**src/rtl/square_wave_osc_controller.sv**
```systemverilog
// Gated square-wave audio oscillator with a double-buffered period register.
// Period changes apply only at a cycle boundary, so every emitted cycle has a single consistent length.
module square_wave_osc_controller #(
  parameter int unsigned CLOCK_RATE     = 50000000,
  parameter int unsigned SAMPLE_RATE    = 48000,
  parameter int          HIGH_LEVEL     = 16384,
  parameter int unsigned DEFAULT_PERIOD = 1024,
  parameter int unsigned MIN_PERIOD     = 2
) (
  input  logic               clk,
  input  logic               I_RSTn,
  input  logic               audio_clk_en,
  input  logic               gate,
  input  logic [31:0]        period_in,
  input  logic               period_load,
  output logic               period_ack,
  output logic               busy,
  output logic signed [15:0] out
);

  localparam int unsigned CNT_W = 32;
  localparam int unsigned OUT_W = 16;
  localparam logic signed [OUT_W-1:0] HIGH_Q = OUT_W'(HIGH_LEVEL);
  localparam logic [CNT_W-1:0] MIN_Q = CNT_W'(MIN_PERIOD);
  localparam logic [CNT_W-1:0] DEF_Q = CNT_W'(DEFAULT_PERIOD);

  // Reject parameter sets that cannot produce a valid waveform.
  if (MIN_PERIOD < 2 || SAMPLE_RATE > CLOCK_RATE) begin : g_bad_params
    $error("square_wave_osc_controller: invalid MIN_PERIOD or rate parameters");
  end

  typedef enum logic [1:0] {IDLE, RUN, DRAIN} state_e;

  state_e                   state_q, state_d;
  logic [CNT_W-1:0]         cnt_q, cnt_d;
  logic [CNT_W-1:0]         active_q, active_d;
  logic [CNT_W-1:0]         pend_q, pend_d;
  logic                     pend_vld_q, pend_vld_d;
  logic                     ack_q, ack_d;
  logic                     busy_q, busy_d;
  logic signed [OUT_W-1:0]  out_q, out_d;

  logic                     wrap_c;
  logic                     xfer_c;
  logic                     phase_hi_c;
  logic [CNT_W-1:0]         cnt_inc_c;

  assign wrap_c     = (state_q != IDLE) && (cnt_q == active_q - CNT_W'(1));
  assign xfer_c     = pend_vld_q && (wrap_c || state_q == IDLE);
  assign phase_hi_c = cnt_q < (active_q >> 1);
  assign cnt_inc_c  = wrap_c ? '0 : cnt_q + CNT_W'(1);

  // Next-state: FSM, phase counter, period double-buffer and sample output.
  always_comb begin
    state_d    = state_q;
    cnt_d      = cnt_q;
    active_d   = active_q;
    pend_d     = pend_q;
    pend_vld_d = pend_vld_q;
    ack_d      = 1'b0;
    out_d      = out_q;

    case (state_q)
      IDLE: begin
        cnt_d = '0;
        if (gate) state_d = RUN;
      end
      RUN: begin
        cnt_d = cnt_inc_c;
        // A gate drop exactly on the wrap has nothing left to drain.
        if (!gate) state_d = wrap_c ? IDLE : DRAIN;
      end
      DRAIN: begin
        cnt_d = cnt_inc_c;
        if (gate)        state_d = RUN;
        else if (wrap_c) state_d = IDLE;
      end
      default: begin
        state_d = IDLE;
        cnt_d   = '0;
      end
    endcase

    if (xfer_c) begin
      active_d   = pend_q;
      pend_vld_d = 1'b0;
      ack_d      = 1'b1;
    end

    // A load in the transfer cycle becomes the new pending value.
    if (period_load) begin
      pend_d     = (period_in < MIN_Q) ? MIN_Q : period_in;
      pend_vld_d = 1'b1;
    end

    if (audio_clk_en) begin
      out_d = (state_q != IDLE && phase_hi_c) ? HIGH_Q : '0;
    end
  end

  assign busy_d = (state_d != IDLE);

  always_ff @(posedge clk or negedge I_RSTn) begin
    if (!I_RSTn) begin
      state_q    <= IDLE;
      cnt_q      <= '0;
      active_q   <= DEF_Q;
      pend_q     <= '0;
      pend_vld_q <= 1'b0;
      ack_q      <= 1'b0;
      busy_q     <= 1'b0;
      out_q      <= '0;
    end else begin
      state_q    <= state_d;
      cnt_q      <= cnt_d;
      active_q   <= active_d;
      pend_q     <= pend_d;
      pend_vld_q <= pend_vld_d;
      ack_q      <= ack_d;
      busy_q     <= busy_d;
      out_q      <= out_d;
    end
  end

  assign period_ack = ack_q;
  assign busy       = busy_q;
  assign out        = out_q;

endmodule

```
**config.mk**
```make
export PLATFORM = sky130hd
export DESIGN_NAME = square_wave_osc_controller
export DESIGN_NICKNAME = d
export VERILOG_FILES = /design/src/rtl/square_wave_osc_controller.sv
export SDC_FILE = /design/constraint.sdc
export NUM_CORES = 1
export LEC_CHECK = 0
export ABC_AREA = 1
export BUFFER_PORTS_ARGS = -buffer_cell sky130_fd_sc_hd__buf_2
export CORE_UTILIZATION = 40
export CTS_BUF_LIST = sky130_fd_sc_hd__clkbuf_2 sky130_fd_sc_hd__clkbuf_4 sky130_fd_sc_hd__clkbuf_8
export DETAILED_ROUTE_END_ITERATION = 8
export HOLD_SLACK_MARGIN = 0.06
export PLACE_DENSITY = 0.59
export SLEW_MARGIN = 20
export SYNTH_ARGS = -nofsm -noshare
export SYNTH_HDL_FRONTEND = slang
export SYNTH_SLANG_ARGS = --single-unit
```
**constraint.sdc**
```tcl
create_clock -name clk -period 3.3 [get_ports clk]
set_clock_uncertainty 0.2 [all_clocks]
set_input_delay 0.33 -clock clk [delete_from_list [all_inputs] [get_ports clk]]
set_output_delay 0.33 -clock clk [all_outputs]
set_load 0.05 [all_outputs]
```
==> metrics.md <==
| Metric | Value |
|---|---|
| Status | `complete, no violations` |
| Final Setup Violations | `0` |
| Mean Syn Cell Area | `between 6 and 7 µm²` |
| Clock Pin Slew Worst Setup and Hold Paths | `110 ps` |
| DP Wirelength | `16.5 mm` |
| Simple logic cell fraction of the synthesized area | `between 40% and 50%` |
| Pre-CTS WS | `269 ps` |
| Die ar. | `about 19000 µm²` |
| Largest family of logic cells by synthesized area | `simple AND/OR/NAND/NOR gates` |
| Global-route wire length before repair | `~34 mm` |
| Worst-Margin Slew | `approximately 930 ps` |
| Multiplexer share of the synthesized area | `0%` |
| Ys flop type | `dfrtp_1` |
| Hold Path Class | `in -> reg` |
| Initial antenna violation count | `0` |
| Most frequent cells in the layout | `nand2_1, nor2_1, inv_1, dfrtp_1, nand3_1` |
| CP startpoint kind | `register` |
| Reg2Reg Depth | `16` |
| Wire per inst | `14.9 µm` |
| Clock Sinks | `102` |
| Largest net degree at the start of global routing | `60` |
| CP Max Fanout | `33` |
| WP data required | `approximately 3400 ps` |
| Sequential share of the synthesized area | `about a third` |
| Distinct cells, synth | `38` |
| Vias after detailed routing | `7018` |
| Chip width | `approximately 140 µm` |
| VDD IR-drop max | `0.297 mV` |
| Yosys top cell by area | `dfrtp_1` |
| Adder-cell area share of the yosys netlist | `roughly 6.1%` |
| Global placement routability congestion | `a little under 1` |
| Global-route usage over all layers | `roughly a quarter` |
| Ranking of synthesized cells by area | `dfrtp_1, nand2_1, nor2_1, nand3_1, inv_1` |
| Post-Synthesis Cells | `1106` |
| Final worst-path cycle share | `89.9%` |
| Fill cells | `1934` |
| Root Buffer | `clkbuf_8` |
| Final hold violations | `0` |
| CTS tree | `yes` |
| Drt drc | `0` |
| Diodes inserted | `0` |
| Warnings from Yosys | `0` |
| DR iter-0 viols | `435` |
| Critical Path Sink Type | `register` |
| Count of input and output buffers | `39` |
| Clock latency on the worst-skew pair | `roughly 380 ps` |
| Post-DRT Antenna Nets | `0` |
| Share of the synthesized area in the top cell type | `between 30% and 40%` |
| Setup tns final | `0 ps` |
| Clock Tree Buf Depth | `2` |
| DR vias/cell | `between 4 and 5` |
| Crit path time final | `2970 ps` |
| Critical R2R Capture | `active_q[8]$_DFFE_PN0P_` |
| H-tree Lvls | `3` |
| Critical Path AT | `3030 ps` |
| Final net count | `about 1200` |
| CTS Buf Count | `9` |
| # rows | `~50` |
| #FFs+latches synth | `102` |
| Cells on Worst Hold Path | `5` |
| Max frequency | `around 340 MHz` |
| Multi-input logic area | `around 4200 µm²` |
| Hold endpoint | `state_q[0]$_DFF_PN0_` |
| Beginning of the worst register-to-register path | `active_q[13]$_DFFE_PN0P_` |
| RSZ-0062 raised after global routing | `false` |
| Worst hold start | `gate` |
| Max Cap Violations | `0` |
| Sequential Area | `2550 µm²` |
| Synthesized area | `7390 µm²` |
| First-pass iteration count of the detailed router | `4` |
| Synthesis-to-finish area growth | `12.7%` |
| Post-synth ARST share | `between 90% and 100%` |
| I/O pin cnt | `55` |
| Reg2Reg Setup Slack | `330 ps` |
| Synth Area in Compound Gates | `around 3.9%` |
| Die Height | `roughly 140 µm` |
| Initial core utilization | `41.0%` |
| WL final | `~21 mm` |
| Max-slew violation count | `0` |
| Fraction of layout cells with a size suffix above 1 | `between 7 and 8%` |
| Core ar. | `18000 µm²` |
| Headroom to the max-slew limit | `between 30% and 40%` |
| Leading cell type in the layout, fill and taps excluded | `nand2_1` |
| Setup CP Type | `reg -> reg` |
| Vias in the first global route | `6471` |
| Gr ovfl total | `0` |
| XOR/XNOR Fraction of Synth Area | `about 4.9%` |
| Pwr Density | `approximately 690 nW/µm²` |
| Leak pwr | `around 4.3 nW` |
| Final worst slack | `332 ps` |
| Post-synth EDFFs | `0` |
## kinds of logic (layout without fill, tap and decap cells)
family                     after synthesis  count (layout)
adders and majority gates               36              36
other                                    1              15
and+or+nand+nor                        709             709
DFF                                    102             102
AOI/OAI and AO/OA                       52              52
buffers and inverters                  165             221
xor gates and xnor gates                41              41
## per-stage QoR
step / hold WS [ps] / util (%) / cells / total power [mW] / cell area, µm²
floorplan: -166 / - / 1120 / 4.02 / 7440
global placement: 248 / 43.0 / 1355 / 4.80 / 7760
detailed placement: 252 / 43.0 / 1355 / 4.81 / 7760
CTS: 153 / 46.1 / 1405 / 5.70 / 8310
global route: 193 / 46.2 / 1405 / 6.26 / 8320
finish: 165 / 46.2 / 1405 / 5.71 / 8320
## state kept, by name (all words and copies together), names as in the netlist
register / count
busy: 1
pend_q: 32
state_q: 2
period_ack: 1
pend_vld_q: 1
out: 1
active_q: 32
cnt_q: 32
## routing by layer
layer / part of all wire (%) / up-vias / routed length (µm) / GRT usage, %
li1: - / 3615 / - / -
met3: 4.1 / 21 / 853 / 2.19
met1: 49 / 3192 / 10400 / 34.7
met2: 45 / 190 / 9350 / 36.5
met5: 0 / - / 0 / 0
met4: 1.8 / 0 / 372 / 6.40
## worst max-delay path by stage
stage	startpoint	to	slack [ps]
6_report	active_q[13]$_DFFE_PN0P_	active_q[8]$_DFFE_PN0P_	330
5_1_grt	active_q[2]$_DFFE_PN0P_	active_q[15]$_DFFE_PN0P_	10
4_1_cts	active_q[2]$_DFFE_PN0P_	active_q[9]$_DFFE_PN0P_	240
3_5_place_dp	active_q[2]$_DFFE_PN0P_	active_q[29]$_DFFE_PN0P_	270
3_3_place_gp	active_q[6]$_DFFE_PN0P_	active_q[4]$_DFFE_PN0P_	300
2_1_floorplan	active_q[0]$_DFFE_PN0P_	active_q[3]$_DFFE_PN0P_	910
## synthesized netlist by cell type, types with 5 or more instances
cell,instances
nor4_1,13
xnor2_1,16
dfrtp_1,101
nand4_1,28
or2_2,5
nor2_1,126
inv_1,122
ha_1,36
nand3_1,92
o21ai_0,15
a21oi_1,23
nand2_1,388
nor3_1,35
nand3b_1,8
buf_4,19
clkbuf_1,14
xor2_1,25
nor2_2,5
## what timing repair did
action                                 in CTS  in global routing
endpoints found under the hold margin      90                  0
hold buffers                               34                  0
setup endpoints to repair                   0                 52
buffers inserted                            0                  0
resized for setup                           0                  2
## area by class of cell
type,count,share of cell area [%]
sequential,102,30.7
multi-input combinational,853,50.2
inverter,124,5.59
tap,229,3.44
clock buffer,9,1.49
clock inverter,7,1.10
timing repair buffer,81,7.49
## power by group
group          internal [mW]  switching [mW]
Clock                  0.369           0.485
Sequential              1.51           0.396
Combinational          0.920            2.03
## worst max-delay path, cell delays in order, from the launching register on
cell,delay (ps)
dfrtp_1,480
nor2_2,340
nand2_1,150
nor2_1,240
nand2_1,110
inv_1,130
nand3_1,90
nand2_1,100
nand2_1,50
inv_1,40
nand2_1,40
nor2_1,170
nand3_2,170
nand2_2,140
nand2_4,210
nand2_1,140
nand2_1,50
(Power assumes the default switching activity.)
